$ cat src/rtl/mips_mem_pkg.sv
// Shared definitions for the instruction/data memory arbiter.
// Contents:
//   MEM_ADDR_W / MEM_DATA_W : default byte-address and word widths
//   arb_state_e             : arbiter FSM states (IDLE, D_BUSY, I_BUSY)
package mips_mem_pkg;

    localparam int MEM_ADDR_W = 32;
    localparam int MEM_DATA_W = 32;

    typedef enum logic [1:0] {
        IDLE   = 2'd0,
        D_BUSY = 2'd1,
        I_BUSY = 2'd2
    } arb_state_e;

endpackage

$ cat src/rtl/mem_arbiter.sv
// Arbiter sharing one single-port memory between the fetch stage and the
// MEM stage of a stalling pipeline. At most one access per requester is
// performed per pipeline cycle; the data access (older instruction) goes
// first, the fetch second, and the pipeline is stalled until every active
// requester of the current pipeline cycle has been served.
// Ports:
//   clk, reset                  : clock, synchronous active-high reset
//   i_req, i_addr, i_rdata      : fetch request, PC, registered instruction
//   memtoreg, memwrite          : MEM-stage load / store
//   aluout, writedata, d_rdata  : data address, store data, registered load data
//   stall                       : combinational pipeline freeze
//   mem_req, mem_we, mem_addr,
//   mem_wdata                   : registered memory request
//   mem_rdata, mem_ready        : memory response
module mem_arbiter
    import mips_mem_pkg::*;
#(
    parameter int ADDR_W = MEM_ADDR_W,
    parameter int DATA_W = MEM_DATA_W
) (
    input  logic              clk,
    input  logic              reset,
    input  logic              i_req,
    input  logic [ADDR_W-1:0] i_addr,
    output logic [DATA_W-1:0] i_rdata,
    input  logic              memtoreg,
    input  logic              memwrite,
    input  logic [ADDR_W-1:0] aluout,
    input  logic [DATA_W-1:0] writedata,
    output logic [DATA_W-1:0] d_rdata,
    output logic              stall,
    output logic              mem_req,
    output logic              mem_we,
    output logic [ADDR_W-1:0] mem_addr,
    output logic [DATA_W-1:0] mem_wdata,
    input  logic [DATA_W-1:0] mem_rdata,
    input  logic              mem_ready
);

    arb_state_e        state_q,     state_d;
    logic              mem_req_q,   mem_req_d;
    logic              mem_we_q,    mem_we_d;
    logic [ADDR_W-1:0] mem_addr_q,  mem_addr_d;
    logic [DATA_W-1:0] mem_wdata_q, mem_wdata_d;
    logic [DATA_W-1:0] i_rdata_q,   i_rdata_d;
    logic [DATA_W-1:0] d_rdata_q,   d_rdata_d;
    logic              i_served_q,  i_served_d;
    logic              d_served_q,  d_served_d;
    logic              d_req_s;
    logic              stall_s;

    // Request decode and pipeline stall: a requester still needing its
    // access for this pipeline cycle holds the whole pipeline.
    always_comb begin
        d_req_s = memtoreg | memwrite;
        stall_s = (d_req_s & ~d_served_q) | (i_req & ~i_served_q);
    end

    // Next-state logic for the FSM, memory request and captured data.
    always_comb begin
        state_d     = state_q;
        mem_req_d   = mem_req_q;
        mem_we_d    = mem_we_q;
        mem_addr_d  = mem_addr_q;
        mem_wdata_d = mem_wdata_q;
        i_rdata_d   = i_rdata_q;
        d_rdata_d   = d_rdata_q;
        i_served_d  = i_served_q;
        d_served_d  = d_served_q;

        case (state_q)
            IDLE: begin
                // Issue conditions imply stall=1, so nothing is issued on
                // an advancing cycle. mem_ready is ignored here.
                if (d_req_s && !d_served_q) begin
                    mem_req_d   = 1'b1;
                    mem_we_d    = memwrite;
                    mem_addr_d  = aluout;
                    mem_wdata_d = writedata;
                    state_d     = D_BUSY;
                end else if (i_req && !i_served_q) begin
                    mem_req_d  = 1'b1;
                    mem_we_d   = 1'b0;
                    mem_addr_d = i_addr;
                    state_d    = I_BUSY;
                end else begin
                    state_d = IDLE;
                end
            end
            D_BUSY: begin
                // Latched request stays on the bus until completion; the
                // live inputs are not looked at again.
                if (mem_ready) begin
                    if (!mem_we_q) begin
                        d_rdata_d = mem_rdata;
                    end else begin
                        d_rdata_d = d_rdata_q;
                    end
                    d_served_d = 1'b1;
                    mem_req_d  = 1'b0;
                    mem_we_d   = 1'b0;
                    state_d    = IDLE;
                end else begin
                    state_d = D_BUSY;
                end
            end
            I_BUSY: begin
                if (mem_ready) begin
                    i_rdata_d  = mem_rdata;
                    i_served_d = 1'b1;
                    mem_req_d  = 1'b0;
                    state_d    = IDLE;
                end else begin
                    state_d = I_BUSY;
                end
            end
            default: begin
                state_d   = IDLE;
                mem_req_d = 1'b0;
                mem_we_d  = 1'b0;
            end
        endcase

        // An advancing pipeline starts a fresh pipeline cycle. This wins
        // over a completion that lands on the same edge (request withdrawn
        // while busy), so the next instruction is never marked as served.
        if (!stall_s) begin
            i_served_d = 1'b0;
            d_served_d = 1'b0;
        end else begin
            i_served_d = i_served_d;
            d_served_d = d_served_d;
        end
    end

    // State registers with synchronous reset; reset abandons any access.
    always_ff @(posedge clk) begin
        if (reset) begin
            state_q     <= IDLE;
            mem_req_q   <= 1'b0;
            mem_we_q    <= 1'b0;
            mem_addr_q  <= {ADDR_W{1'b0}};
            mem_wdata_q <= {DATA_W{1'b0}};
            i_rdata_q   <= {DATA_W{1'b0}};
            d_rdata_q   <= {DATA_W{1'b0}};
            i_served_q  <= 1'b0;
            d_served_q  <= 1'b0;
        end else begin
            state_q     <= state_d;
            mem_req_q   <= mem_req_d;
            mem_we_q    <= mem_we_d;
            mem_addr_q  <= mem_addr_d;
            mem_wdata_q <= mem_wdata_d;
            i_rdata_q   <= i_rdata_d;
            d_rdata_q   <= d_rdata_d;
            i_served_q  <= i_served_d;
            d_served_q  <= d_served_d;
        end
    end

    assign stall     = stall_s;
    assign mem_req   = mem_req_q;
    assign mem_we    = mem_we_q;
    assign mem_addr  = mem_addr_q;
    assign mem_wdata = mem_wdata_q;
    assign i_rdata   = i_rdata_q;
    assign d_rdata   = d_rdata_q;

endmodule

$ cat config.mk
export PLATFORM = sky130hd
export DESIGN_NAME = mem_arbiter
export DESIGN_NICKNAME = d
export VERILOG_FILES = /design/src/rtl/mips_mem_pkg.sv /design/src/rtl/mem_arbiter.sv
export SDC_FILE = /design/constraint.sdc
export NUM_CORES = 1
export LEC_CHECK = 0
export ABC_AREA = 1
export ABC_CLOCK_PERIOD_IN_PS = 2480
export CAP_MARGIN = 30
export CORE_MARGIN = 2
export CORE_UTILIZATION = 43
export CTS_CLUSTER_SIZE = 24
export DETAILED_ROUTE_END_ITERATION = 16
export PLACE_DENSITY = 0.85
export RECOVER_POWER = 25
export SLEW_MARGIN = 25
export SYNTH_ARGS = -nofsm -noshare
export SYNTH_HDL_FRONTEND = slang
export SYNTH_SLANG_ARGS = --single-unit
$ cat constraint.sdc
create_clock -name clk -period 2.48 [get_ports clk]
set_clock_uncertainty 0.1 [all_clocks]
set_input_delay 0.62 -clock clk [delete_from_list [all_inputs] [get_ports clk]]
set_output_delay 0.62 -clock clk [all_outputs]
set_load 0.05 [all_outputs]
==> metrics <==
outcome=finished, final reports clean; Final Slew Violations=0; relative slew slack=0.1934; Die H=114.4 um; clock network power share=0.336; TritonCTS Sinks=134; routed wire length=15.39 mm; pre-CTS setup slack=0.1624 ns; post-synth net total=847; RSZ-0062 raised after global routing=false; antenna violations before repair=0; Pwr Density=812.5 nW/um^2; # hold bufs at CTS=0; post-DP HPWL=10.65 mm; largest net degree at the start of global routing=82; first-pass GRT wire length=24.23 mm; core area=11,960 um^2; Worst Path Arrival=1.62 ns; Die W=114.4 um; Max Cap Viol=0; Final period util=0.9454; Hold EP=mem_wdata[10]; vias per cell=4.860; total track usage=0.2321; grt ovf=0; Critical-path top delay cell=clkdlybuf4s50_1; HP Class=register to register; hold slack=0.3414 ns; FF-to-FF path depth=8; drt first pass iters=4; Area Growth Syn to Fin=61.49%; Final Hold Viols=0; worst skew pair latency=0.40 ns; IO buf count=264; Synthesis Warnings=0; worst-path cell chain=clkdlybuf4s50_1; average cell area after synthesis=7.396 um^2; Reg clk slew, reported paths=0.06 ns; CTS tree=done; Final ANT Viol Nets=0; switching share of power=0.3402; P_int=4.540 mW; share of total power in sequential cells=0.363; worst hold stages=2; drt drc=0; total number of vias=5,414; Synth Instances=709; Mapped Area=5244 um^2; required time worst endpoint=1.76 ns; diode count=0; Nets=1,094; CP Class=register to output pin; total power=6.880 mW; number of global-route vias before repair=5,049; power share of the combinational group=0.302; Buf/Inv on CP=1; setup_tns=0 ns; CTS buffer count=17; worst-path fanout max=3; net switching power=2.340 mW; Reg2Reg Capture Point=mem_addr[25]; htree depth=4; Leakage=3.485 nW; hold_sp=mem_wdata[10]; cts repair resizes=0; Distinct cells, synth=22; Setup crit start kind=register; WL/cell=13.82 um; worst reg-to-reg setup slack=0.63 ns; layout cells sized above 1=0.04964; Initial Util=0.4384; RePlAce Congestion=0.8093; CTS Buffer Depth=2; CP delay by family, top=buffers and inverters; initial DRC count=425; post-synthesis sequential area ratio=0.5116; top achievable clock speed=426.5 MHz; Root Driver=clkbuf_16; die area=13,090 um^2; Final Setup Violations=0; num rows=40; slowest stage delay, CP=0.85 ns; minimum clock period=2.345 ns; final worst slack=0.1355 ns; Setup crit end kind=output pin; Worst Tran Pin Value=1.210 ns; post-CTS setup buffers=0; RR Startpoint=d_served_q; Ports=265; VDD IR max=0.4485 mV; Yosys reg bits=134
==> power groups by stage <==
stage	Combinational [mW]	Clock, mW	Sequential, mW
after CTS	2.09	2.34	2.49
after global routing	2.21	2.44	2.52
final	2.08	2.31	2.49
after floorplan	0.551	0	3.30
after detailed placement	2.08	0	2.54
after global placement	2.06	0	2.53
==> cell usage in the layout, fill, tap and decap left out, types with 2 or more instances in the layout <==
cell type	synthesis	final
inv_1	43	44
nand3_1	36	37
clkdlybuf4s50_1	0	263
buf_4	3	9
ha_1	4	4
a21oi_1	39	39
buf_12	0	3
dfxtp_1	134	134
nand2_2	2	2
clkbuf_1	18	2
o21ai_1	18	9
o21ai_0	112	121
clkinv_2	0	4
clkbuf_16	0	17
clkbuf_8	0	2
nand2_1	71	71
clkinvlp_4	0	4
nor2_1	194	194
==> metal layers <==
layer	vias up	global-route usage	share of wire
met4	0	0.1033	0.031
met1	2423	0.2666	0.41
li1	2766	-	-
met3	42	0.06935	0.066
met2	183	0.3984	0.49
met5	-	0	0
==> flip-flops by register name, summed over array words and instances, names as in the netlist <==
register and flops:
i_served_q 1, i_rdata 32, d_served_q 1, state_q 2, mem_wdata 32, d_rdata 32
mem_addr 32, mem_we 1, mem_req 1
==> stage by stage <==
stage | utilization | instances | area [um^2]
after floorplan | - | 709 | 5244
after global placement | 0.6644 | 1084 | 7948
after detailed placement | 0.6644 | 1084 | 7948
after CTS | 0.7096 | 1114 | 8488
after global routing | 0.7080 | 1114 | 8468
final | 0.7080 | 1114 | 8468
==> cell type report <==
cell class	instances	area (um^2)
multi-input combinational	482	2127
inverter	45	168.9
sequential	134	2683
tap	147	183.9
fill	986	3493
clock buffer	21	460.4
clock inverter	9	80.08
timing repair buffer	276	2765
==> cell families (layout without fill, tap and decap cells) <==
kind of cell / count (synthesis) / after routing / share of synthesized area
DFF: 134 / 134 / 0.5116
and+or+nand+nor: 308 / 308 / 0.2341
AOI/OAI and AO/OA: 170 / 170 / 0.1630
buffers and inverters: 93 / 351 / 0.08184
adders and majority gates: 4 / 4 / 0.009545
==> Yosys cell counts <==
library cell,number,share of area
o21ai_0,112,0.11
nand3_2,1,0.0019
clkbuf_1,18,0.013
ha_1,4,0.0095
a21oi_1,39,0.037
nand2_4,1,0.0021
nor2_1,194,0.14
buf_1,2,0.0014
dfxtp_1,134,0.51
inv_2,2,0.0014
nand3_1,36,0.034
o21ai_1,18,0.017
o21ai_2,1,0.0017
nand2_2,2,0.0024
buf_2,19,0.018
nor2_2,1,0.0012
nand2_1,71,0.051
inv_1,43,0.031
buf_6,6,0.013
or2_2,1,0.0012
buf_4,3,0.0043
nand4_1,1,0.0012
==> worst min-delay path, stage by stage, from the launching register on <==
cell and delay, ns:
dfxtp_1 0.30, inv_1 0.04, a21oi_1 0.05
==> worst max path at each step <==
stage / depth (start not counted) / to / start / slack, ns
2_1_floorplan: 2 / stall / memwrite / 0.54
3_3_place_gp: 4 / stall / memwrite / 0.19
3_5_place_dp: 4 / stall / memwrite / 0.16
4_1_cts: 1 / mem_we / mem_we / 0.11
5_1_grt: 5 / mem_wdata[1] / reset / 0.04
6_report: 1 / mem_we / mem_we / 0.14
No activity file was read; power rests on OpenSTA's default activity.
